**src/rtl/conv_pkg.sv**
```systemverilog
// Shared widths, FSM state encoding and width-derivation helpers for the
// convolution accumulate engine.
package conv_pkg;

  localparam int DATA_W_DEF = 13;
  localparam int WGT_W_DEF  = 8;
  localparam int CH_DEF     = 2;
  localparam int TAPS_DEF   = 4;

  typedef enum logic [1:0] {IDLE, ACCUM, DONE} state_t;

  // Index width that never collapses to zero bits for a single-entry dimension.
  function automatic int idx_w(input int n);
    return (n > 1) ? $clog2(n) : 1;
  endfunction

  function automatic int acc_w(input int dw, input int ww, input int ch, input int taps);
    return dw + ww + $clog2(ch * taps);
  endfunction

  function automatic int out_w(input int dw, input int ww);
    return dw + ww + 1;
  endfunction

endpackage

```
**src/rtl/conv_mac.sv**
```systemverilog
// One kernel tap: CH signed activation x weight products, summed at ACC_W.
module conv_mac #(
  parameter int DATA_W = 13,
  parameter int WGT_W  = 8,
  parameter int CH     = 2,
  parameter int ACC_W  = 24
) (
  input  logic [CH*DATA_W-1:0]      data,
  input  logic [CH-1:0][WGT_W-1:0]  wgt,
  output logic [ACC_W-1:0]          sum
);

  localparam int PROD_W = DATA_W + WGT_W;

  logic [CH-1:0][PROD_W-1:0] prod;

  for (genvar c = 0; c < CH; c++) begin : g_ch
    logic signed [PROD_W-1:0] a_x, w_x;
    // Operands widened to the product width so the multiply is full precision.
    assign a_x = {{WGT_W{data[c*DATA_W+DATA_W-1]}}, data[c*DATA_W +: DATA_W]};
    assign w_x = {{DATA_W{wgt[c][WGT_W-1]}}, wgt[c]};
    assign prod[c] = a_x * w_x;
  end

  always_comb begin
    sum = '0;
    for (int c = 0; c < CH; c++)
      sum = sum + {{(ACC_W-PROD_W){prod[c][PROD_W-1]}}, prod[c]};
  end

endmodule

```
**src/rtl/conv_acc_engine.sv**
```systemverilog
// Windowed multiply-accumulate over TAPS beats of CH channels with a result
// handshake. Optional output clamp: define CONV_ACC_SAT_EN.
module conv_acc_engine
  import conv_pkg::*;
#(
  parameter int DATA_W = DATA_W_DEF,
  parameter int WGT_W  = WGT_W_DEF,
  parameter int CH     = CH_DEF,
  parameter int TAPS   = TAPS_DEF,
  parameter int ACC_W  = acc_w(DATA_W, WGT_W, CH, TAPS)
) (
  input  logic                     clk,
  input  logic                     rst,
  input  logic                     clr,
  input  logic                     in_valid,
  output logic                     in_ready,
  input  logic [CH*DATA_W-1:0]     in_data,
  input  logic                     w_we,
  input  logic [idx_w(CH)-1:0]     w_ch,
  input  logic [idx_w(TAPS)-1:0]   w_tap,
  input  logic [WGT_W-1:0]         w_data,
  output logic                     out_valid,
  input  logic                     out_ready,
  output logic [ACC_W-1:0]         out_data
);

  localparam int TAP_W = idx_w(TAPS);

  state_t                              state, state_d;
  logic [TAP_W-1:0]                    tap, tap_d;
  logic [ACC_W-1:0]                    acc, acc_d;
  logic                                load_out;
  logic [CH-1:0][TAPS-1:0][WGT_W-1:0]  wgt_rf;
  logic [CH-1:0][WGT_W-1:0]            tap_w;
  logic [ACC_W-1:0]                    mac_sum, final_sum, sat_sum;

  // Reads come straight off the registers, so a same-cycle write is not seen.
  always_ff @(posedge clk or posedge rst)
    if (rst)       wgt_rf <= '0;
    else if (w_we) wgt_rf[w_ch][w_tap] <= w_data;

  always_comb
    for (int c = 0; c < CH; c++) tap_w[c] = wgt_rf[c][tap];

  conv_mac #(.DATA_W(DATA_W), .WGT_W(WGT_W), .CH(CH), .ACC_W(ACC_W)) u_mac (
    .data (in_data),
    .wgt  (tap_w),
    .sum  (mac_sum)
  );

  assign final_sum = acc + mac_sum;

`ifdef CONV_ACC_SAT_EN
  localparam int OUT_W = out_w(DATA_W, WGT_W);
  if (ACC_W > OUT_W) begin : g_sat
    logic [ACC_W-OUT_W:0] top;
    assign top = final_sum[ACC_W-1:OUT_W-1];
    always_comb begin
      if (&top || ~|top)        sat_sum = final_sum;
      else if (final_sum[ACC_W-1]) sat_sum = {{(ACC_W-OUT_W+1){1'b1}}, {(OUT_W-1){1'b0}}};
      else                      sat_sum = {{(ACC_W-OUT_W+1){1'b0}}, {(OUT_W-1){1'b1}}};
    end
  end else begin : g_nosat
    assign sat_sum = final_sum;
  end
`else
  assign sat_sum = final_sum;
`endif

  assign out_valid = (state == DONE);
  assign in_ready  = (state != DONE) || out_ready;

  always_comb begin
    state_d  = state;
    tap_d    = tap;
    acc_d    = acc;
    load_out = 1'b0;
    case (state)
      IDLE, ACCUM: begin
        if (clr) begin
          state_d = IDLE;
          tap_d   = '0;
          acc_d   = '0;
        end else if (in_valid) begin
          if (tap == TAP_W'(TAPS-1)) begin
            state_d  = DONE;
            tap_d    = '0;
            acc_d    = '0;
            load_out = 1'b1;
          end else begin
            state_d = ACCUM;
            tap_d   = tap + TAP_W'(1);
            acc_d   = final_sum;
          end
        end
      end
      DONE: begin
        // Handoff: the next window's tap-0 beat lands while the result drains.
        if (out_ready) begin
          if (in_valid) begin
            state_d = ACCUM;
            tap_d   = TAP_W'(1);
            acc_d   = mac_sum;
          end else begin
            state_d = IDLE;
          end
        end
      end
      default: state_d = IDLE;
    endcase
  end

  always_ff @(posedge clk or posedge rst)
    if (rst) begin
      state    <= IDLE;
      tap      <= '0;
      acc      <= '0;
      out_data <= '0;
    end else begin
      state <= state_d;
      tap   <= tap_d;
      acc   <= acc_d;
      if (load_out) out_data <= sat_sum;
    end

endmodule
```
**config.mk**
```make
export PLATFORM = sky130hd
export DESIGN_NAME = conv_acc_engine
export DESIGN_NICKNAME = d
export VERILOG_FILES = /design/src/rtl/conv_pkg.sv /design/src/rtl/conv_mac.sv /design/src/rtl/conv_acc_engine.sv
export SDC_FILE = /design/constraint.sdc
export NUM_CORES = 1
export LEC_CHECK = 0
export CORE_ASPECT_RATIO = 1.2
export CORE_MARGIN = 2
export CORE_UTILIZATION = 40
export CTS_CLUSTER_DIAMETER = 40
export DETAILED_ROUTE_END_ITERATION = 10
export GPL_TIMING_DRIVEN = 1
export SLEW_MARGIN = 20
export SYNTH_ARGS = -nofsm -noshare
export SYNTH_HDL_FRONTEND = slang
export SYNTH_HIERARCHICAL = 1
export SYNTH_SLANG_ARGS = --single-unit
```
**constraint.sdc**
```tcl
create_clock -name clk -period 21.1 [get_ports clk]
set_clock_uncertainty 0.1 [all_clocks]
set_input_delay 3.165 -clock clk [delete_from_list [all_inputs] [get_ports clk]]
set_output_delay 3.165 -clock clk [all_outputs]
set_load 0.005 [all_outputs]
```
==> results of run 1 <==
## cell type report
cell class              count  area, um2  share of cell area
clock buffers              19        443              0.0281
clock inverters            13        121             0.00770
inverters                 258        971              0.0616
multi-input cells         981      10000               0.635
flip-flops and latches    116       2900               0.184
well taps                 462        578              0.0367
repair buffers             75        733              0.0465
## logic make-up (layout without fill, tap and decap cells)
logic type,count (synthesis),in the layout,share of synthesized area
DFF,116,116,0.206
adders and majority gates,301,301,0.382
xor gates and xnor gates,48,48,0.0299
muxes,93,93,0.0870
buffers and inverters,304,365,0.0823
and+or+nand+nor,366,366,0.129
AOI/OAI and AO/OA,173,173,0.0829
## registers in the layout, indices dropped and copies added (netlist names)
signal	count
state	2
wgt_rf	64
acc	24
tap	2
out_data	24
## synth_stat cells (all sizes together) (9+ instances only)
master and count:
mux4 16, inv 258, nor2 65, a221oi 10, ha 87, fa 214
nand2 133, a21o 18, mux2 74, xnor2 32, xor2 16, and2 102
clkbuf 39, a21oi 43, o21a 9, o21ai 45, nand2b 19, dfrtp 116
## per-stage QoR
step,worst slack (ns),cells,util,hold WS (ns),cell area [um2]
floorplan,11.37,1401,-,0.353,14100
global placement,10.34,1892,0.436,0.370,15200
detailed placement,10.20,1892,0.436,0.376,15200
CTS,10.62,1924,0.453,0.389,15800
global route,10.21,1924,0.453,0.403,15800
finish,10.60,1924,0.453,0.384,15800
## worst min-delay path, delay by kind of cell, from the launching register on
kind | cells | cell delay, ns
flops | 1 | 0.34
compound gates | 1 | 0.06
simple gates | 1 | 0.04
## per-layer routing
metal,track usage,part of all wire,vias up
met5,0,0,-
met4,0.0537,0.021,0
met3,0.0243,0.032,44
met2,0.337,0.52,175
met1,0.241,0.42,5083
li1,-,-,4539
## worst paths after layout
kind                              startpoint            to  slack, ns  depth (start not counted)
worst max register to register        tap[1]       acc[22]      12.18                         26
worst min register to register  out_data[10]  out_data[10]       0.38                          2
worst min-delay path            out_data[10]  out_data[10]       0.38                          2
min in group asynchronous                rst  out_data[17]       3.04                          2
max in group asynchronous                rst    wgt_rf[49]      16.50                          3
worst max-delay path              in_data[5]       acc[22]      10.60                         26
==> out/results.ini, run 1 <==
[synthesis]
seq_area_frac_synth=0.206
synth_area_per_cell_um2=10.0
ys.flop_type=dfrtp_1
syn_area_um2=14100
synthArstFlopShare=1.00
yosys.cell_types.count=65
synth.area.top_cells=fa_1, dfrtp_1, ha_1
synth_cells=1401
synth_top_area_share=0.305
synth_edf_count=0
synth_nets=1745
yosys.area.top_type=fa_1
synth_warnings=6
ys_ff_latch=116

[global_routing]
grt_max_degree=77
antenna_found_initial=0
grt_pass1_wl_um=55200
overflow=0
grt_pass1_vias=10600
track_usage=0.189

[drt]
via_count=9841
vias_per_cell=5.11
drc=0
wire_per_inst_um=17.0
postRouteAntennaNets=0
first_pass_iters=4
first_iter_violations=370
wirelength_um=32600

[setup_path]
endpoint_kind=flip-flop
critPathMaxFanout=8
cpPeakStageDelay_ns=0.60
cp-start-kind=input pin
crit_required_ns=21.29
crit_arrival_ns=10.69
critPathBufInv=5
critical_path.top_delay_family=adder cells
slowest_stage=xnor2_1
critical_path_class=input pin to flip-flop
crit_path_frequent_cell=fa_1

[timing]
slew_violations=0
hold_violations=0
worstMarginPinSlew_ns=0.972
setup_viol=0
fin_crit_ns=10.50
rsz0062_at_grt=false
setup_tns_ns=0
timing.slew.headroom=0.352
timing.fmax_mhz=95.3
period_share=0.498

[clock_tree]
clock_path_buffers=2
numClockSinks=116
cts_buffers=17
postCtsHoldBufs=0
cts_tree=done
post_cts_buffers=0
post_cts_resized=0
clk_transition_reported_paths_ns=0.06
insertion_delay_ns=0.42
htreeDepth=4
root_buffer=clkbuf_16

[floorplan]
die_h_um=209
dieWidth_um=175
core_area_um2=34800
row_count=75
ios=69
dieArea_um2=36700
start_util=0.404

[run]
maxCapViolCount=0

[finish]
antenna_cells=0
syn2layout_area_growth_pct=12.1
drive_gt1_frac=0.103
fin_nets=1793
final_common_cell=inv_1
fill_cells=3328
mostFrequentLayoutCells=inv_1, fa_1, nand2_1, dfrtp_1, and2_1

[status]
run_status=finished, final reports clean

[place]
portBuffers=68
gp_congestion=0.866
dp_hpwl_um=26400

[worst_hold_path]
hold_path_class=flip-flop to flip-flop

Power of run 1 is left out: the tool's default activity adds up to more than one toggle a clock period on the data nets, which glitch-free logic cannot reach.
==> run 2: changes to the inputs <==
==> constraint.sdc (replaced) <==
create_clock -name clk -period 9.3 [get_ports clk]
set_clock_uncertainty 0.1 [all_clocks]
set_input_delay 1.395 -clock clk [delete_from_list [all_inputs] [get_ports clk]]
set_output_delay 1.395 -clock clk [all_outputs]
set_load 0.005 [all_outputs]
==> out/results.ini, run 2 (same netlist as run 1, synthesis figures left out) <==
[timing]
period_share=0.934
timing.fmax_mhz=115
timing.slew.headroom=0.326
worstMarginPinSlew_ns=1.01
slew_violations=0
hold_violations=0
fin_crit_ns=8.69
setup_viol=0
rsz0062_at_grt=false
setup_tns_ns=0

[floorplan]
ios=69
dieWidth_um=175
start_util=0.404
dieArea_um2=36700
row_count=75
core_area_um2=34800
die_h_um=209

[clock_tree]
htreeDepth=4
clock_path_buffers=2
root_buffer=clkbuf_16
insertion_delay_ns=0.43
cts_buffers=17
post_cts_buffers=0
cts_tree=done
post_cts_resized=0
numClockSinks=116
clk_transition_reported_paths_ns=0.06
postCtsHoldBufs=0

[drt]
first_iter_violations=435
wire_per_inst_um=17.2
postRouteAntennaNets=0
first_pass_iters=5
wirelength_um=33200
drc=0
vias_per_cell=5.13
via_count=9905

[place]
gp_congestion=0.876
portBuffers=68
dp_hpwl_um=26800
dp.cells=1900
placed_cell_area_um2=15300

[setup_path]
r2r_end=acc[23]
crit_required_ns=9.49
endpoint_kind=flip-flop
r2r-start=tap[0]
critical_path_class=flip-flop to flip-flop
r2r_cells=26
r2r_slack_ns=0.61
crit_arrival_ns=8.88
critPathMaxFanout=12
cp-start-kind=flip-flop

[run]
maxCapViolCount=0

[global_routing]
antenna_found_initial=0
grt_pass1_wl_um=55300
grt_pass1_vias=10500
grt_max_degree=76
overflow=0
track_usage=0.189

[finish]
fin_nets=1801
final_common_cell=inv_1
antenna_cells=0
stdcell_count=1932
fin_area_um2=15900
syn2layout_area_growth_pct=12.8
drive_gt1_frac=0.109
mostFrequentLayoutCells=inv_1, fa_1, nand2_1, dfrtp_1, and2_1
regMostFlops=wgt_rf
reg_top3=wgt_rf x64, acc x24, out_data x24
fill_cells=3303
largest_reg_flops=64

[worst_hold_path]
min_to=out_data[11]
hold_depth=2
hold_path_class=flip-flop to flip-flop
min-delay-start=out_data[11]

[status]
run_status=finished, final reports clean

==> run 2: cell count changes in the layout (fill, tap and decap cells not counted), sizes merged <==
cell / change
clkinv: -1
clkbuf: -2
buf: +8
bufinv: +1
clkinvlp: -4
inv: +6
==> run 2: final cells by class <==
cell class	instances	area, um2	share of cell area
timing repair buffer	83	793	0.0500
sequential	116	2900	0.183
multi-input combinational	981	10000	0.631
clock inverter	15	180	0.0114
tap	462	578	0.0365
clock buffer	17	425	0.0268
inverter	258	971	0.0612
==> run 2: per-stage QoR <==
| stage | utilization | hold slack (ns) | worst slack (ns) |
|---|---|---|---|
| 2_1_floorplan | - | 0.353 | 1.08 |
| 3_3_place_gp | 0.438 | 0.367 | 0.324 |
| 3_5_place_dp | 0.438 | 0.374 | 0.286 |
| 4_1_cts | 0.455 | 0.387 | 0.568 |
| 5_1_grt | 0.455 | 0.416 | 0.0328 |
| 6_report | 0.455 | 0.378 | 0.611 |
==> run 2: per-layer routing <==
| metal | GRT usage | up-vias | wire, um |
|---|---|---|---|
| met3 | 0.0212 | 39 | 838 |
| met2 | 0.336 | 180 | 17400 |
| met4 | 0.0506 | 0 | 513 |
| li1 | - | 4574 | - |
| met1 | 0.245 | 5112 | 14500 |
| met5 | 0 | - | 0 |
==> run 2: worst max-delay path by stage <==
stage,startpoint,endpoint,slack (ns),cells after the start
3_3_place_gp,in_data[3],acc[23],0.32,28
3_5_place_dp,in_data[3],acc[23],0.29,28
6_report,tap[0],acc[23],0.61,26
4_1_cts,tap[0],out_data[22],0.57,25
2_1_floorplan,tap[0],acc[22],1.08,31
5_1_grt,tap[0],acc[23],0.03,26
==> run 2: worst max-delay path: stages, from the launching register on <==
cell and delay, ns:
dfrtp_1 0.74, buf_4 0.29, mux4_2 0.67, inv_1 0.38, nor2_1 0.12, fa_1 0.52, fa_1 0.45, fa_1 0.54
fa_1 0.45, fa_1 0.54, fa_1 0.43, ha_1 0.23, a2111oi_0 0.39, o211ai_1 0.20, a31oi_1 0.28, o21ai_0 0.13
a21oi_1 0.19, xnor2_1 0.22, ha_1 0.28, a21o_1 0.17, a21oi_1 0.10, o211ai_1 0.28, o21ai_0 0.17, o21ai_0 0.23
a211oi_2 0.10, xnor2_1 0.23, o22ai_1 0.11
Power of run 2 is left out for the same reason.
==> run 3: changes to the inputs <==
--- a/config.mk
+++ b/config.mk
@@ -8,7 +8,6 @@
 export CORE_ASPECT_RATIO = 1.2
 export CORE_MARGIN = 2
 export CORE_UTILIZATION = 40
-export CTS_CLUSTER_DIAMETER = 40
 export DETAILED_ROUTE_END_ITERATION = 10
 export GPL_TIMING_DRIVEN = 1
 export SLEW_MARGIN = 20
==> results of run 3 <==
Final layout, timing and power as in run 2 (identical DEF).
Power of run 3 is left out for the same reason.
==> patch (settings of run 3) <==
`TAPS_DEF`: 4 -> 3.
--- a/src/rtl/conv_pkg.sv
+++ b/src/rtl/conv_pkg.sv
@@ -6,5 +6,5 @@
   localparam int WGT_W_DEF  = 8;
   localparam int CH_DEF     = 2;
-  localparam int TAPS_DEF   = 4;
+  localparam int TAPS_DEF   = 3;
 
   typedef enum logic [1:0] {IDLE, ACCUM, DONE} state_t;
Behaviour: not the same (a bounded check fails within 4 cycles, from zero or initial values and one cycle with rst high).
==> patch against run 3 <==
Die area fell by 4.1%. Worst setup slack got worse by 85 ps. Non-clock buffer count rose by 27. Highest routed layer unchanged. Area after synthesis fell by 4.2%. Wire length decreased by 3.6%. Sequential cell count decreased by 16. Design area decreased by 4.5%.
Power is not shown: default switching activity piles up to over one toggle a cycle in this logic, so the estimate is an artifact.
==> patch: results (changes against run 3) <==
[status]
run_status=finished, final reports clean

[clock_network]
htree_num_levels=3  ; -1

[setup_path]
worst-path-max-fanout=9  ; -3
worst_r2r_endpoint=out_data[23]
r2r_slack_ps=530  ; -80 ps
timing.reg2reg.worst_path_depth=27  ; +3.8%

[cells_and_area]
fraction_of_standard_cell_area_in_multi_input_logic_pct=64.98  ; +1.9 points
nonClkBufAreaFrac_pct=6.577  ; +1.6 points
nNonClkBuffers=110  ; +33%
antenna_cells=1  ; +1
multi_input_gates=1016  ; +3.6%
layout.filler_cells=3204  ; -3.0%
utilization_pct=45.67  ; +0.12 points
non_clock_inverter_count=251  ; -2.7%

[yosys]
ys_ff_latch=100  ; -14%
list_of_most_frequent_post_synthesis_cells=sky130_fd_sc_hd__inv_1 (250), sky130_fd_sc_hd__fa_1 (214), sky130_fd_sc_hd__nand2_1 (151)
synth_area_leaders=sky130_fd_sc_hd__fa_1 (32%), sky130_fd_sc_hd__dfrtp_1 (19%), sky130_fd_sc_hd__ha_1 (8.0%)
ys_types=73  ; +12%

[routing]
wl_per_cell_um=16.48  ; -4.2%
post_drt_via_cell_ratio=4.999  ; -2.5%
drt-initial-drc-count=490  ; +13%
vias=9719  ; -1.9%

[hold_path]
min_delay_worst_endpoint=out_data[21]

[placed_design]
placed_cell_area_um2=14850  ; -2.7%
place_hpwl_um=26720  ; -0.37%
globalplace.congestion=0.9023  ; +3.1%

[grt]
grt_pass1_wl_um=54820  ; -0.80%
grt_start_max_net_pins=66  ; -13%
first_global_vias=10590  ; +0.87%

[sta]
whs_ps=391.9  ; +13.69 ps
slew_headroom_pct=22.83  ; -9.8 points

==> patch: cell count changes after synthesis, moves of 5 or more <==
cell / change
sky130_fd_sc_hd__nor2_1: +13
sky130_fd_sc_hd__mux4_2: -16
sky130_fd_sc_hd__a211oi_1: +5
sky130_fd_sc_hd__nand3_1: +5
sky130_fd_sc_hd__o21ai_1: +20
sky130_fd_sc_hd__buf_2: +7
sky130_fd_sc_hd__a31oi_1: -7
sky130_fd_sc_hd__dfrtp_1: -16
sky130_fd_sc_hd__nor3_1: +8
sky130_fd_sc_hd__inv_1: -7
sky130_fd_sc_hd__o21ai_0: -5
sky130_fd_sc_hd__mux2i_1: +13
sky130_fd_sc_hd__mux2_2: -13
sky130_fd_sc_hd__nand2_1: +18
==> patch: worst max-delay path by stage <==
stage,start,to,slack [ps],depth (start not counted)
6_report,tap[1],out_data[23],530,27
4_1_cts,in_data[5],out_data[18],580,27
5_1_grt,tap[1],out_data[23],70,27
3_3_place_gp,in_data[25],out_data[23],330,23
2_1_floorplan,tap[0],out_data[18],1260,32
3_5_place_dp,in_data[5],out_data[18],240,27
==> patch: routing by layer <==
metal  part of all wire, %  wire (um)  vias up  global-route usage (%)
met3                   3.2       1022       28                   1.932
met2                    50      16040      170                   34.39
met5                     0          0        -                       0
met4                   1.3        412        0                   4.025
met1                    45      14570     4895                   26.51
li1                      -          -     4626                       -
==> patch: cells by family (layout without fill, tap and decap cells) <==
group | after synthesis | in the layout | synth area share, %
other | 0 | 1 | 0
buffers and inverters | 298 | 377 | 8.486
muxes | 78 | 78 | 6.370
DFF | 100 | 100 | 18.57
xor gates and xnor gates | 47 | 47 | 3.055
and+or+nand+nor | 414 | 414 | 15.06
adders and majority gates | 300 | 300 | 39.78
AOI/OAI and AO/OA | 177 | 177 | 8.682
